<file path="config.mk">
export PLATFORM = sky130hd
export DESIGN_NAME = serial_add_ctrl
export DESIGN_NICKNAME = d
export VERILOG_FILES = /design/src/rtl/serial_add_ctrl.sv
export SDC_FILE = /design/constraint.sdc
export NUM_CORES = 1
export LEC_CHECK = 0
export BUFFER_PORTS_ARGS = -buffer_cell sky130_fd_sc_hd__buf_2
export CAP_MARGIN = 0
export CORE_MARGIN = 3
export CORE_UTILIZATION = 50
export DETAILED_ROUTE_END_ITERATION = 8
export HOLD_SLACK_MARGIN = 0.15
export PLACE_DENSITY = 0.74
export SLEW_MARGIN = 10
export SYNTH_ARGS = -nofsm -noshare
export SYNTH_HDL_FRONTEND = slang
export SYNTH_SLANG_ARGS = --single-unit
</file>
<file path="constraint.sdc">
create_clock -name clk -period 2.1 [get_ports clk]
set_input_delay 0.42 -clock clk [delete_from_list [all_inputs] [get_ports clk]]
set_output_delay 0.42 -clock clk [all_outputs]
set_load 0.005 [all_outputs]
</file>
<file path="src/rtl/serial_add_ctrl.sv">
// Bit-serial adder sequencer: drives one external full-adder cell LSB-first, one bit per clock,
// and collects sum bits into a shift register. Holds the last completed result.
module serial_add_ctrl #(
  parameter int WIDTH = 8
) (
  input  logic             clk,
  input  logic             rst_n,
  input  logic             start,
  input  logic [WIDTH-1:0] a,
  input  logic [WIDTH-1:0] b,
  input  logic             cin,
  output logic             fa_a,
  output logic             fa_b,
  output logic             fa_cin,
  input  logic             fa_sum,
  input  logic             fa_cout,
  output logic             busy,
  output logic             done,
  output logic [WIDTH-1:0] sum,
  output logic             cout
);
  localparam int CW = $clog2(WIDTH);
  localparam logic [CW-1:0] LAST = CW'(WIDTH - 1);

  typedef enum logic [1:0] {IDLE, RUN, DONE} state_t;

  state_t           state;
  logic [WIDTH-1:0] a_sr, b_sr, sum_sr;
  logic             carry;
  logic [CW-1:0]    cnt;
  logic             accept;

  // A new operation is taken from IDLE or straight out of DONE; start is ignored in RUN.
  assign accept = start && (state != RUN);

  assign busy   = (state == RUN);
  assign done   = (state == DONE);
  assign fa_a   = busy & a_sr[0];
  assign fa_b   = busy & b_sr[0];
  assign fa_cin = busy & carry;

  always_ff @(posedge clk or negedge rst_n) begin
    if (!rst_n) begin
      state  <= IDLE;
      a_sr   <= '0;
      b_sr   <= '0;
      sum_sr <= '0;
      carry  <= 1'b0;
      cnt    <= '0;
      sum    <= '0;
      cout   <= 1'b0;
    end else if (accept) begin
      a_sr  <= a;
      b_sr  <= b;
      carry <= cin;
      cnt   <= '0;
      state <= RUN;
    end else begin
      case (state)
        RUN: begin
          a_sr   <= a_sr >> 1;
          b_sr   <= b_sr >> 1;
          sum_sr <= {fa_sum, sum_sr[WIDTH-1:1]};
          carry  <= fa_cout;
          cnt    <= cnt + CW'(1);
          if (cnt == LAST) begin
            sum   <= {fa_sum, sum_sr[WIDTH-1:1]};
            cout  <= fa_cout;
            state <= DONE;
          end
        end
        DONE:    state <= IDLE;
        default: state <= IDLE;
      endcase
    end
  end
endmodule

</file>
==> results.txt, run 1 <==
status -> finished clean
global-route usage over all layers -> 16.8%
final instance area -> 0.00210 mm²
Final Max Slew Viols -> 0
CTS max path bufs -> 2
fin crit share -> 84.5%
fin util -> 61.4%
r2r startpoint -> cnt[0]
Detailed Route WL -> 3.16 mm
Rel. slew slack -> 46.0%
Hold-fix buffers, CTS -> 0
register area share after synthesis -> 52.4%
R2R depth -> 4
leakage power -> 1.06 nW
ANT cells -> 0
YS warnings -> 0
actual slew at the worst max-slew pin -> 810 ps
reg-to-reg endpoint -> cout
Starting Density -> 53.1%
die height -> 66.2 µm
post-layout net count -> 176
total gr overflow -> 0
layout cells sized above 1 -> 62.5%
pin count of the biggest net entering global routing -> 39
critical path class -> reg -> out
Area contributors post-synth -> dfrtp_1 (52%), mux2_4 (26%), mux2_2 (9.9%)
Syn Nets -> 136
crit path DAT -> 1350 ps
post-CTS sizing -> 0
1st-pass router iterations -> 3
fmax -> 0.564 GHz
unrepaired setup endpoints after global routing -> no
clk slew on worst S/H paths -> 110 ps
fin worst setup slack -> 326 ps
Max FO, Critical Path -> 9
max_cap viols -> 0
Root Driver -> clkbuf_4
HPWL after DPL -> 2.21 mm
total power -> 2.93 mW
Reg2Reg Setup Slack -> 400 ps
Placed Cells -> 191
routed vias/inst -> 5.01
setup violators final -> 0
DR iter-0 viols -> 56
vias after detailed routing -> 991
flops & latches, synth -> 38
Buffers on Ports -> 35
post-CTS setup buffer count -> 0
number of antenna violations at the first check in global routing -> 0
Mapped Cells -> 112
Power per Cell Area -> 1390 mW/mm²
Skew-Pair Late Insertion Delay -> 340 ps
Synth area leader -> dfrtp_1
Placed Area -> 0.00202 mm²
final hold violations -> 0
CP Capture Type -> output pin
Final ANT Viol Nets -> 0
Core ar. -> 0.00342 mm²
vias in the first global route -> 1,117
CP cell instances -> nand2b_1, inv_2, and2_1, buf_2
final setup skew -> 6.70 ps
DRC -> 0
worst min path class -> in -> async
first-pass GRT wire length -> 5.48 mm
Layout Area Growth over Synthesis -> 15.6%
CTS tree -> yes
family with the most delay on the worst path -> flip-flops
CTS HTree Levels -> 2
slowest cell on the critical path -> dfrtp_1
Std-Cell Rows -> 21
average cell area after synthesis -> 16.2 µm²
CP max stage delay -> 400 ps
Worst VDD drop -> 0.000754 V
die width -> 66.2 µm
Post-Syn Area -> 0.00181 mm²
die area -> 0.00439 mm²
Buf/Inv on CP -> 2
post-layout min period -> 1770 ps
post-synthesis cell type count -> 14
crit start category -> flip-flop
Place WS -> 388 ps
CP required -> 1680 ps
Top Ports -> 36
Avg WL per Cell -> 16.0 µm
Num CTS Buffers -> 5
Routability Congestion -> 0.703
non-filler instance count after layout -> 198
top cell type's share of synthesized area -> 52.4%
final hold slack -> 160 ps
Sum Neg Setup Slack -> 0 ps
Sink Count -> 38
[cell usage after synthesis]
cell type / n
and2_1: 3
buf_2: 1
buf_6: 5
dfrtp_1: 38
ha_1: 2
inv_1: 2
inv_2: 1
mux2_2: 16
mux2_4: 32
mux2i_1: 4
nand2b_1: 2
nand3b_1: 1
nor2_1: 2
nor2b_1: 3
[how the worst max path moves through the flow]
stage             start  endpoint  slack, ps  cells past startpoint
4_1_cts        state[1]    fa_cin        300                      4
6_report       state[1]      fa_b        330                      4
3_3_place_gp     cnt[0]    sum[3]        470                      4
5_1_grt        state[1]      fa_a        220                      4
3_5_place_dp     cnt[0]    sum[0]        390                      4
2_1_floorplan    cnt[0]      cout        620                      5
[registers in the layout (all words and copies together), names as in the netlist]
signal / count
a_sr: 8
b_sr: 8
carry: 1
cnt: 3
cout: 1
state: 2
sum: 8
sum_sr: 7
[report_power, final]
group          leakage [nW]  internal (mW)  total, mW  switching, mW
clock                0.0443          0.277      0.507          0.229
combinational         0.549          0.760       1.18          0.422
sequential            0.467           1.06       1.24          0.180
total                  1.06           2.09       2.93          0.831
[layout make-up]
| class | instances | area, µm² |
|---|---|---|
| Clock inverter | 1 | 30.0 |
| Timing Repair Buffer | 39 | 205 |
| Clock buffer | 6 | 51.3 |
| Multi-Input combinational cell | 65 | 791 |
| Fill cell | 265 | 1320 |
| Tap cell | 46 | 57.6 |
| Sequential cell | 38 | 951 |
| Inverter | 3 | 11.3 |
[per-layer routing]
layer  vias to the layer above  share of wire (%)  track usage, %
met1                       493                 43            21.4
met5                         -                  0               0
met3                         5                5.5            4.59
met4                         0                1.3            6.09
li1                        466                  -               -
met2                        27                 50            27.1
[cells by family after synthesis]
logic type / count (synthesis) / synth area share, %
muxes: 52 / 38.6
DFF: 38 / 52.4
and+or+nand+nor: 11 / 3.59
buffers and inverters: 9 / 4.00
adders and majority gates: 2 / 1.38
[cell usage in the layout (no fill, tap or decap), drive strengths merged]
master  synthesis  final
mux2           48     48
nand3b          1      1
nand2b          2      2
clkbuf          0      6
bufinv          0      1
buf             6     39
nor2b           3      3
dfrtp          38     38
nor2            2      2
and2            3      3
mux2i           4      4
ha              2      2
inv             3      3
Note: power is estimated with default switching activity, not from simulation.
==> inputs of run 2 (changes only) <==
ABC_AREA = 1   (was default)
CORE_UTILIZATION = 47   (was 50)
clock period = 1.5 ns   (was 2.1 ns; I/O delays follow)
==> results.txt, run 2 <==
status -> finished clean
CTS HTree Levels -> 2
R2R depth -> 7
setup violators final -> 0
Post-Synth Adder-Cell Area -> 1.53%
actual slew at the worst max-slew pin -> 472 ps
post-layout min period -> 1450 ps
Mapped Cells -> 188
post-synthesis mux area share -> 0%
number of antenna violations at the first check in global routing -> 0
Avg WL per Cell -> 11.8 µm
leakage power -> 1.10 nW
simple-gate share of the synthesized area -> 32.2%
die width -> 64.9 µm
Detailed Route WL -> 3.36 mm
commonest non-fill, non-tap cells in the layout -> nand2_1 (64), nand3_1 (47), dfrtp_1 (38)
fillers -> 311
Routability Congestion -> 0.755
Max FO, Critical Path -> 7
CTS tree -> yes
hold path endpoint -> cout
post-layout net count -> 263
YS warnings -> 0
Synth Area in Compound Gates -> 1.84%
top_reg_cell synth -> dfrtp_1
Sw Share -> 36.5%
GR Util met1 -> 18.2%
Area contributors post-synth -> dfrtp_1 (58%), nand2_1 (15%), nand3_1 (14%)
post-synthesis cell type count -> 12
non-filler instance count after layout -> 284
xor and xnor fraction of the mapped netlist area -> 0%
Skew-Pair Late Insertion Delay -> 330 ps
final hold violations -> 0
Final ANT Viol Nets -> 0
Buffers on Ports -> 35
Power per Cell Area -> 1830 mW/mm²
Seq pwr share -> 45.1%
Reg2Reg Setup Slack -> 120 ps
leading cell types by count after synthesis -> nand2_1 (64), nand3_1 (47), dfrtp_1 (38)
Cell Int Power -> 2.35 mW
Hold Crit Depth -> 3
top cell type's share of synthesized area -> 58.2%
Synth area leader -> dfrtp_1
worst min path class -> in -> reg
fin crit share -> 96.9%
Num CTS Buffers -> 5
count leader, synth -> nand2_1
DR iter-0 viols -> 49
ANT cells -> 0
Sum Neg Setup Slack -> 0 ps
reg-to-reg endpoint -> cnt[1]
r2r startpoint -> state[0]
most used routing layer -> met2
Place WS -> -45.8 ps
M2 GR Usage -> 30.8%
layout cells sized above 1 -> 28.7%
clk slew on worst S/H paths -> 100 ps
routed vias/inst -> 4.95
global-route usage over all layers -> 16.9%
Final Max Slew Viols -> 0
Core ar. -> 0.00318 mm²
total power -> 3.71 mW
crit start category -> flip-flop
final setup skew -> 11.0 ps
Worst VDD drop -> 0.000912 V
HPWL after DPL -> 2.27 mm
fin util -> 63.8%
die height -> 64.9 µm
flops & latches, synth -> 38
register area -> 951 µm²
die area -> 0.00422 mm²
Placed Cells -> 264
pin count of the biggest net entering global routing -> 39
Sink Count -> 38
Rel. slew slack -> 68.5%
clock network power share -> 14.5%
Starting Density -> 51.4%
fmax -> 0.688 GHz
post-synthesis async set-or-reset flop share -> 100%
vias in the first global route -> 1,317
Comb power frac -> 40.4%
max_cap viols -> 0
crit path DAT -> 1150 ps
Post-Syn Area -> 0.00163 mm²
largest family of logic cells by synthesized area -> simple AND/OR/NAND/NOR gates
Layout Area Growth over Synthesis -> 24.2%
Syn Nets -> 212
commonest non-fill, non-tap cell in the layout -> nand2_1
Root Driver -> clkbuf_4
vias after detailed routing -> 1,405
register area share after synthesis -> 58.2%
first-pass GRT wire length -> 5.45 mm
footprint of the multi-input gates -> 601 µm²
average cell area after synthesis -> 8.69 µm²
Top Ports -> 36
DRC -> 0
critical path class -> reg -> out
total gr overflow -> 0
fin worst setup slack -> 46.0 ps
CP required -> 1200 ps
biggest regs -> a_sr x8, b_sr x8, sum x8
Std-Cell Rows -> 20
CP Capture Type -> output pin
unrepaired setup endpoints after global routing -> yes
worst min-delay path startpoint -> fa_cout
Post-synth EDFFs -> 0
1st-pass router iterations -> 4
M3 GR Usage -> 5.37%
switching pwr -> 1.35 mW
CTS max path bufs -> 2
## run 2: cell types whose count changed after synthesis, moves of 6 or more
cell and delta:
inv_1 +8, nand3_1 +47, mux2_4 -32, o21ai_0 +6, mux2_2 -16, nand2_1 +64
## run 2: worst max path at each step
stage | from | end | cells past startpoint
2_1_floorplan | cnt[0] | sum[3] | 7
3_3_place_gp | cnt[0] | sum[4] | 6
3_5_place_dp | cnt[0] | state[0] | 5
4_1_cts | state[1] | fa_cin | 5
5_1_grt | state[0] | busy | 3
6_report | state[0] | busy | 3
## run 2: layer usage
| metal | up-vias | wire (µm) |
|---|---|---|
| met5 | - | 0 |
| met4 | 0 | 72 |
| met3 | 9 | 134 |
| met2 | 30 | 1740 |
| met1 | 660 | 1420 |
| li1 | 706 | - |
## run 2: what timing repair did
item                                    CTS  global route
setup buffers                             4             8
endpoints found under the setup margin   14             8
pin swaps                                 0             1
hold endpoints to repair                 38             0
gates resized for setup                   3             5
hold buffers                              1             0
## run 2: logic make-up after synthesis
family	count (synthesis)
flops	38
compound gates	6
simple gates	121
fa+ha+maj	2
buf+inv	21
## run 2: area by class of cell
| cell class | instances | share of cell area [%] |
|---|---|---|
| multi-input combinational | 129 | 29.6 |
| inverter | 11 | 2.04 |
| clock inverter | 1 | 0.247 |
| timing repair buffer | 54 | 15.8 |
| tap | 44 | 2.71 |
| clock buffer | 7 | 2.71 |
| sequential | 38 | 46.9 |
## run 2: stage by stage
step	cell area (µm²)	hold WS, ps
3_3_place_gp	1860	375
4_1_cts	1960	170
3_5_place_dp	1860	371
5_1_grt	2030	179
2_1_floorplan	1630	4.41
6_report	2030	178
## run 2: power groups by stage
stage / sequential, mW / combinational, mW / clock [mW]
CTS: 1.67 / 1.36 / 0.556
floorplan: 1.65 / 0.843 / 0
detailed placement: 1.69 / 1.27 / 0
global route: 1.71 / 1.69 / 0.606
finish: 1.67 / 1.50 / 0.539
global placement: 1.67 / 1.22 / 0
## run 2: critical path, cell delays in order (launching register included)
cell     delay, ps
dfrtp_1        440
inv_2           60
nor2_4         180
buf_2          150
==> inputs of run 3 (changes only) <==
SETUP_SLACK_MARGIN = 0.1   (was default)
==> results.txt, run 3 (synthesis gave the netlist of run 2 again) <==
die area -> 0.00422 mm²
pin count of the biggest net entering global routing -> 39
failing checks -> negative setup slack
Comb power frac -> 41.1%
Top Ports -> 36
Placed Area -> 0.00186 mm²
post-layout net count -> 264
clock network power share -> 14.3%
fin worst setup slack -> -15.7 ps
Root Driver -> clkbuf_4
Sink Count -> 38
1st-pass router iterations -> 4
actual slew at the worst max-slew pin -> 470 ps
crit path DAT -> 1220 ps
clk slew on worst S/H paths -> 100 ps
HPWL after DPL -> 2.27 mm
Avg WL per Cell -> 11.8 µm
Worst VDD drop -> 0.000922 V
total gr overflow -> 0
worst min path class -> in -> reg
Place WS -> -45.8 ps
Starting Density -> 51.4%
critical path class -> reg -> out
switching pwr -> 1.36 mW
CTS tree -> yes
CP Capture Type -> output pin
non-filler instance count after layout -> 285
post-layout min period -> 1520 ps
worst min-delay path startpoint -> fa_cout
die height -> 64.9 µm
CTS max path bufs -> 2
fin crit share -> 101%
Layout Area Growth over Synthesis -> 25.3%
DR iter-0 viols -> 32
Seq pwr share -> 44.6%
Std-Cell Rows -> 20
Final Max Slew Viols -> 0
leakage power -> 1.11 nW
Routability Congestion -> 0.755
layout cells sized above 1 -> 29.5%
CTS HTree Levels -> 2
Max FO, Critical Path -> 5
DRC -> 0
fin util -> 64.4%
CP Launch Point -> state[1]
Sw Share -> 36.3%
final instance area -> 0.00205 mm²
final hold violations -> 0
Cell Int Power -> 2.38 mW
Buffers on Ports -> 35
unrepaired setup endpoints after global routing -> yes
die width -> 64.9 µm
Skew-Pair Late Insertion Delay -> 330 ps
vias in the first global route -> 1,317
fmax -> 0.660 GHz
first-pass GRT wire length -> 5.45 mm
Core ar. -> 0.00318 mm²
biggest regs -> a_sr x8, b_sr x8, sum x8
global-route usage over all layers -> 16.9%
CP required -> 1200 ps
crit start category -> flip-flop
commonest non-fill, non-tap cell in the layout -> nand2_1
vias after detailed routing -> 1,413
Final ANT Viol Nets -> 0
Power per Cell Area -> 1830 mW/mm²
max_cap viols -> 0
Num CTS Buffers -> 5
number of antenna violations at the first check in global routing -> 0
Rel. slew slack -> 68.7%
commonest non-fill, non-tap cells in the layout -> nand2_1 (64), nand3_1 (47), dfrtp_1 (38)
Sum Neg Setup Slack -> -28.6 ps
r2r startpoint -> state[1]
Placed Cells -> 264
ANT cells -> 0
Detailed Route WL -> 3.38 mm
routed vias/inst -> 4.96
status -> finished, violations left
final setup skew -> 9.51 ps
setup violators final -> 3
## run 3: cell count changes in the layout (fill, tap and decap cells not counted)
cell	change
nor2_2	+1
buf_4	-1
buf_6	+2
nor2_1	-1
## run 3: what timing repair did
action / in CTS / in global routing
setup buffers: 4 / 8
gates resized for setup: 3 / 7
hold buffers: 1 / 0
endpoints found under the setup margin: 15 / 21
pin swaps: 0 / 1
hold endpoints to repair: 38 / 0
## run 3: layer usage
layer	vias to the layer above	track usage, %	wire [µm]
met2	28	30.8	1770
met5	-	0	0
li1	712	-	-
met3	9	5.37	141
met1	664	18.2	1390
met4	0	5.80	72
## run 3: through the flow
step	total power [mW]	hold slack [ps]
global route	4.05	177
detailed placement	2.96	371
CTS	3.58	170
global placement	2.89	375
floorplan	2.50	4.41
finish	3.74	178
## run 3: worst paths after layout
check	end	slack [ps]	cells after the start
worst max-delay path	fa_b	-20	5
worst min-delay path	cout	180	3
worst max register to register	b_sr[0]	140	8
worst min register to register	sum[3]	480	2
min in group asynchronous	sum_sr[1]	540	3
max in group asynchronous	b_sr[1]	630	3
## run 3: worst max-delay path: stages (launching register included)
cell and delay (ps):
dfrtp_1 430, inv_2 100, nand2_4 50, buf_6 130, nor2_2 70, buf_2 110
## run 3: final cells by class
class                      count  area, µm²
timing repair buffer          55        335
sequential                    38        951
multi-input combinational    129        603
clock inverter                 1       5.00
fill                         305       1130
tap                           44       55.1
clock buffer                   7       55.1
inverter                      11       41.3
## run 3: power by group through the flow
stage | clock network [mW] | logic [mW] | registers [mW]
after floorplan | 0 | 0.843 | 1.65
after global placement | 0 | 1.22 | 1.67
after detailed placement | 0 | 1.27 | 1.69
after CTS | 0.556 | 1.36 | 1.67
after global routing | 0.605 | 1.73 | 1.71
final | 0.536 | 1.54 | 1.67
